--- config.mk ---
export PLATFORM = sky130hd
export DESIGN_NAME = plug_board_bank
export DESIGN_NICKNAME = d
export VERILOG_FILES = /design/src/rtl/plug_pkg.sv /design/src/rtl/plug_pair_slot.sv /design/src/rtl/plug_board_bank.sv
export SDC_FILE = /design/constraint.sdc
export NUM_CORES = 1
export LEC_CHECK = 0
export BUFFER_PORTS_ARGS = -buffer_cell sky130_fd_sc_hd__buf_2
export CAP_MARGIN = 10
export CORE_UTILIZATION = 40
export CTS_CLUSTER_SIZE = 12
export DETAILED_ROUTE_END_ITERATION = 8
export PLACE_DENSITY_LB_ADDON = 0.3
export SLEW_MARGIN = 40
export SYNTH_ARGS = -nofsm -noshare
export SYNTH_HDL_FRONTEND = slang
export SYNTH_HIERARCHICAL = 1
export SYNTH_SLANG_ARGS = --single-unit
--- constraint.sdc ---
create_clock -name CLK -period 2.8 [get_ports CLK]
set_input_delay 0 -clock CLK [delete_from_list [all_inputs] [get_ports CLK]]
set_output_delay 0 -clock CLK [all_outputs]
set_load 0.1 [all_outputs]
--- src/rtl/plug_pkg.sv ---
// Shared types and defaults for the plugboard bank.
package plug_pkg;

  localparam int ALPHA_DEF     = 26;
  localparam int LW_DEF        = 5;
  localparam int NUM_PAIRS_DEF = 10;

  typedef enum logic [1:0] {
    EMPTY = 2'd0,
    HOLD  = 2'd1,
    FULL  = 2'd2
  } plug_state_t;

  typedef logic [LW_DEF-1:0] letter_t;

endpackage : plug_pkg

--- src/rtl/plug_pair_slot.sv ---
// One plugboard slot: stores a letter pair and answers lookups against it.
// HIT/PARTNER serve the substitution path; DUP_HIT reports whether the letter
// currently being loaded is already plugged into this slot.
module plug_pair_slot
  import plug_pkg::*;
#(
  parameter int LW = LW_DEF
) (
  input  logic          CLK,
  input  logic          RST,
  input  logic          CLR,
  input  logic          WE,
  input  logic [LW-1:0] A,
  input  logic [LW-1:0] B,
  input  logic [LW-1:0] QUERY,
  input  logic [LW-1:0] DUP_QUERY,
  output logic          ACTIVE,
  output logic          HIT,
  output logic [LW-1:0] PARTNER,
  output logic          DUP_HIT
);

  logic          active_q;
  logic [LW-1:0] a_q;
  logic [LW-1:0] b_q;

  // Active flag: cleared by reset or clear, set when the pair is written.
  // NOTE: sequential state uses non-blocking (<=) so every register samples pre-edge values.
  always_ff @(posedge CLK) begin
    if (RST || CLR) begin
      active_q <= 1'b0;
    end else if (WE) begin
      active_q <= 1'b1;
    end
  end

  // Letter storage: only meaningful while active, so it is left out of reset.
  // NOTE: data registers gated by a valid bit need no reset; only the valid bit does.
  always_ff @(posedge CLK) begin
    if (WE) begin
      a_q <= A;
      b_q <= B;
    end
  end

  // Lookup and duplicate compare against the stored pair.
  // NOTE: every always_comb output gets a default first so no latch is inferred.
  always_comb begin
    HIT     = 1'b0;
    PARTNER = a_q;
    DUP_HIT = 1'b0;
    if (active_q) begin
      HIT     = (QUERY == a_q) || (QUERY == b_q);
      PARTNER = (QUERY == a_q) ? b_q : a_q;
      DUP_HIT = (DUP_QUERY == a_q) || (DUP_QUERY == b_q);
    end
  end

  assign ACTIVE = active_q;

endmodule : plug_pair_slot

--- src/rtl/plug_board_bank.sv ---
// Plugboard bank: loads letter pairs one letter per LD strobe into NUM_PAIRS
// slots and substitutes a letter stream through the active pairs with one
// cycle of latency.
// Build option: define PLUG_DUP_CHECK_EN to reject loading a letter that is
// already part of an active pair (each letter then sits in at most one pair).
module plug_board_bank
  import plug_pkg::*;
#(
  parameter int NUM_PAIRS = NUM_PAIRS_DEF,
  parameter int ALPHA     = ALPHA_DEF,
  parameter int LW        = LW_DEF
) (
  input  logic                           CLK,
  input  logic                           RST,
  input  logic                           LD,
  input  logic [LW-1:0]                  LET,
  input  logic                           CLR,
  input  logic                           IN_VALID,
  input  logic [LW-1:0]                  IN_LET,
  output logic                           OUT_VALID,
  output logic [LW-1:0]                  OUT_LET,
  output logic [$clog2(NUM_PAIRS+1)-1:0] PAIRS,
  output logic                           HOLDING,
  output logic                           ERR
);

  localparam int PW = $clog2(NUM_PAIRS + 1);

`ifdef PLUG_DUP_CHECK_EN
  localparam bit DUP_EN = 1'b1;
`else
  localparam bit DUP_EN = 1'b0;
`endif

  plug_state_t   state_q, state_d;
  logic [LW-1:0] held_q, held_d;
  logic [PW-1:0] pairs_q, pairs_d;
  logic          err_q, err_d;
  logic          out_valid_q;
  logic [LW-1:0] out_let_q;

  logic [NUM_PAIRS-1:0] slot_active;
  logic [NUM_PAIRS-1:0] slot_hit;
  logic [NUM_PAIRS-1:0] slot_dup;
  logic [NUM_PAIRS-1:0] slot_we;
  logic [NUM_PAIRS-1:0] free_onehot;
  logic [LW-1:0]        slot_partner [NUM_PAIRS];

  logic          write_pair;
  logic          let_good;
  logic [LW-1:0] lookup_let;

  // Slot array; a pair is written as (held letter, current letter).
  for (genvar i = 0; i < NUM_PAIRS; i++) begin : g_slot
    plug_pair_slot #(.LW(LW)) u_slot (
      .CLK       (CLK),
      .RST       (RST),
      .CLR       (CLR),
      .WE        (slot_we[i]),
      .A         (held_q),
      .B         (LET),
      .QUERY     (IN_LET),
      .DUP_QUERY (LET),
      .ACTIVE    (slot_active[i]),
      .HIT       (slot_hit[i]),
      .PARTNER   (slot_partner[i]),
      .DUP_HIT   (slot_dup[i])
    );
  end

  // Lowest free slot (lowest zero bit of the active vector) gets the next pair.
  always_comb begin
    free_onehot = ~slot_active & (slot_active + NUM_PAIRS'(1));
    slot_we     = write_pair ? free_onehot : '0;
  end

  // A loaded letter is usable if in range and, with duplicate checking, not already plugged.
  always_comb begin
    let_good = (int'(LET) < ALPHA) && !(DUP_EN && (|slot_dup));
  end

  // Lookup result: lowest-index matching slot wins, otherwise pass through.
  always_comb begin
    lookup_let = IN_LET;
    for (int i = NUM_PAIRS - 1; i >= 0; i--) begin
      if (slot_hit[i]) lookup_let = slot_partner[i];
    end
  end

  // Load FSM next-state: clear beats load; a rejected letter changes nothing but ERR.
  always_comb begin
    state_d    = state_q;
    held_d     = held_q;
    pairs_d    = pairs_q;
    err_d      = 1'b0;
    write_pair = 1'b0;
    if (CLR) begin
      state_d = EMPTY;
      held_d  = '0;
      pairs_d = '0;
    end else if (LD) begin
      if (!let_good) begin
        err_d = 1'b1;
      end else begin
        unique case (state_q)
          EMPTY: begin
            held_d  = LET;
            state_d = HOLD;
          end
          HOLD: begin
            held_d = '0;
            if (LET == held_q) begin
              err_d   = 1'b1;
              state_d = EMPTY;
            end else begin
              write_pair = 1'b1;
              pairs_d    = pairs_q + PW'(1);
              state_d    = (pairs_q == PW'(NUM_PAIRS - 1)) ? FULL : EMPTY;
            end
          end
          FULL:    err_d   = 1'b1;
          default: state_d = EMPTY;
        endcase
      end
    end
  end

  // FSM, counter and error registers.
  always_ff @(posedge CLK) begin
    if (RST) begin
      state_q <= EMPTY;
      held_q  <= '0;
      pairs_q <= '0;
      err_q   <= 1'b0;
    end else begin
      state_q <= state_d;
      held_q  <= held_d;
      pairs_q <= pairs_d;
      err_q   <= err_d;
    end
  end

  // Substitution pipeline stage; the result holds while no request arrives.
  always_ff @(posedge CLK) begin
    if (RST) begin
      out_valid_q <= 1'b0;
      out_let_q   <= '0;
    end else begin
      out_valid_q <= IN_VALID;
      if (IN_VALID) out_let_q <= lookup_let;
    end
  end

  assign OUT_VALID = out_valid_q;
  assign OUT_LET   = out_let_q;
  assign PAIRS     = pairs_q;
  assign HOLDING   = (state_q == HOLD);
  assign ERR       = err_q;

endmodule : plug_board_bank

==> out/qor.txt <==
CLOCK TREE
-------------------------------------------------------------------------------
Latest clock arrival within the worst-skew pair                         0.41 ns
Maximum level of the CTS H-tree                                               4
Post-cts gate resize count                                                    0
TritonCTS clock tree                                                      built
Num CTS Buffers                                                              17
Buffer cell driving the clock tree root                            sky130_fd_sc_hd__clkbuf_16
Clock Pin Slew Worst Setup and Hold Paths                               0.06 ns
Count of buffers added by post-CTS timing repair for setup                    0
Clock buffer depth                                                            2
CTS sink cnt                                                                128

TIMING
-------------------------------------------------------------------------------
Fin worst setup slack                                                 0.2794 ns
F_max                                                                 396.7 MHz
Tcrit/Tclk final                                                         90.02%
Skew final                                                           0.01153 ns
RSZ-0062 raised after global routing                                         no
Remaining max-slew budget at the tightest pin                            53.73%
Final critical delay including setup and external delays               2.521 ns
Number of max-slew violations in the final report                             0
Least-Margin Pin Slew                                                 0.6910 ns
Setup TNS Final                                                            0 ns
Hold slack final                                                     0.02388 ns
Final number of hold-violating endpoints                                      0
Total of endpoints with negative setup slack in the final report              0

PWR
-------------------------------------------------------------------------------
Ratio of total power to cell area                                  564.5 nW/um2
Total design power                                                     4.452 mW
VDD IR max                                                          0.0003017 V
Standby leakage power                                                  2.785 nW

DETAILED ROUTING
-------------------------------------------------------------------------------
Drt initial violations                                                      212
Final routed DRC violation total                                              0
Final Routed Wirelength                                                17040 um
Count of nets left with antenna violations after detail routing               0
Initial DRT Pass Iterations                                                   4
Via count of the routed design                                             4423
Detail-routed net length per standard cell                             20.90 um
Drt via density                                                           5.427

FINISH
-------------------------------------------------------------------------------
# nets final                                                                602
Total of fill cells in the finished design                                 1451
Post-synthesis to final-layout area growth                               16.01%
Share of post-route cells with drive strength above 1                    27.39%
Final standard cell area without fillers                               7886 um2
N_diodes                                                                      0

LOGIC SYNTHESIS
-------------------------------------------------------------------------------
Area of the mapped netlist                                             6798 um2
Synthesized instance count                                                  527
Synth warnings                                                                6
Net count after synthesis                                                   547
Post-Syn Area per Cell                                                12.90 um2

CRITICAL PATH
-------------------------------------------------------------------------------
Capture instance of the worst register-to-register path              OUT_LET[0]
Endpoint kind of the worst setup timing path                               flop
Worst EP required                                                       3.07 ns
Crit path max fanout                                                          6
Path type of the worst setup path                                       reg2reg
Crit start category                                                        flop
Reg-to-reg slack, setup                                                 0.28 ns
Cell depth of the worst flop-to-flop path                                     9
Startpoint of the most critical register-to-register path          g_slot[9].u_slot/a_q[4]
Startpoint of the most critical setup path                         g_slot[9].u_slot/a_q[4]
Critical path data arrival time                                         2.79 ns

GLOBAL ROUTING
-------------------------------------------------------------------------------
Antenna violations before repair                                              0
Pin count of the biggest net entering global routing                         20
Number of global-route vias before repair                                  4566
Global-route usage over all layers                                       20.43%
First-pass GRT wire length                                             26210 um
Global route overflow                                                         0

PLACED DESIGN
-------------------------------------------------------------------------------
Input/output buffers                                                         26
Pre-CTS setup slack                                                   0.3112 ns
Routability congestion estimate from global placement                    0.9294
Detailed placer's ending HPWL                                          11970 um
Instance area at placement                                             7296 um2

FLOORPLANNING
-------------------------------------------------------------------------------
Row cnt                                                                      47
Number of primary I/O pins                                                   27
Height of the die                                                      132.4 um
Die span in x                                                          132.4 um
Core box area                                                         16580 um2
Starting Density                                                         40.99%
Total die area                                                        17520 um2

FLOW RUN
-------------------------------------------------------------------------------
Number of max-capacitance violations reported                                 0

HOLD PATH
-------------------------------------------------------------------------------
Count of cells along the worst hold path                                      2
End point of the most critical hold path                              OUT_VALID
Hold Crit Class                                                          in2reg
Worst hold start                                                            RST

OUTCOME
-------------------------------------------------------------------------------
Outcome                                                            finished, final reports clean

[registers in the layout, indices dropped and copies added, names as in the netlist]
name and cells:
OUT_VALID 1, state_q 2, g_slot.u_slot/b_q 50, ERR 1, OUT_LET 5, held_q 5
g_slot.u_slot/a_q 50, PAIRS 4, g_slot.u_slot/ACTIVE 10
[cell type report]
| type | count | area (um2) | share of cell area (%) |
|---|---|---|---|
| inverter | 11 | 41.29 | 0.5236 |
| multi-input combinational | 370 | 3090 | 39.19 |
| clock inverter | 14 | 131.4 | 1.666 |
| clock buffer | 18 | 439.2 | 5.569 |
| timing repair buffer | 54 | 345.3 | 4.379 |
| sequential | 128 | 3563 | 45.18 |
| tap | 220 | 275.3 | 3.490 |
[placed cells by master, fill, tap and decap left out, types with 18 or more instances in the layout]
cell type	instances
sky130_fd_sc_hd__buf_2	26
sky130_fd_sc_hd__nand2_1	18
sky130_fd_sc_hd__mux2_4	50
sky130_fd_sc_hd__buf_4	26
sky130_fd_sc_hd__xor2_1	85
sky130_fd_sc_hd__nor4_1	20
sky130_fd_sc_hd__a21oi_1	24
sky130_fd_sc_hd__dfxtp_1	28
sky130_fd_sc_hd__nor2_1	25
sky130_fd_sc_hd__xnor2_1	21
sky130_fd_sc_hd__edfxtp_1	100
[worst max path at each step]
stage / endpoint
detailed placement: OUT_LET[1]
global route: OUT_LET[4]
finish: OUT_LET[0]
CTS: OUT_LET[0]
global placement: OUT_LET[2]
floorplan: g_slot[6].u_slot/a_q[0]
[routing by layer]
layer | GRT usage, % | vias to the layer above | wire, um
li1 | - | 2077 | -
met1 | 24.49 | 2182 | 7269
met2 | 35.26 | 129 | 8570
met3 | 4.075 | 35 | 696
met4 | 9.387 | 0 | 497
met5 | 0 | - | 0
[critical path, cell delays in order (launching register included)]
cell and delay, ns:
sky130_fd_sc_hd__edfxtp_1 0.41, sky130_fd_sc_hd__xor2_1 0.16, sky130_fd_sc_hd__nor4_1 0.25, sky130_fd_sc_hd__and3_1 0.40, sky130_fd_sc_hd__mux2_4 0.34, sky130_fd_sc_hd__mux2_2 0.27, sky130_fd_sc_hd__o211ai_1 0.18, sky130_fd_sc_hd__nand4_1 0.13
sky130_fd_sc_hd__o2111ai_1 0.15, sky130_fd_sc_hd__a21oi_1 0.09
[repair_timing]
| item | in CTS | in global routing |
|---|---|---|
| hold buffers | 2 | 0 |
| endpoints found under the setup margin | 0 | 0 |
| hold endpoints to repair | 2 | 0 |
[report_power, final]
group          internal (mW)  switching (mW)  total (mW)
Combinational         0.0891           0.212       0.301
Sequential              2.05         0.00803        2.06
Clock                   1.25           0.838        2.09
[per-stage QoR]
step,util [%],instances
6_report,47.56,815
5_1_grt,47.56,815
2_1_floorplan,-,527
3_5_place_dp,43.99,781
4_1_cts,47.56,815
3_3_place_gp,43.94,781
No activity file was read; power rests on OpenSTA's default activity.
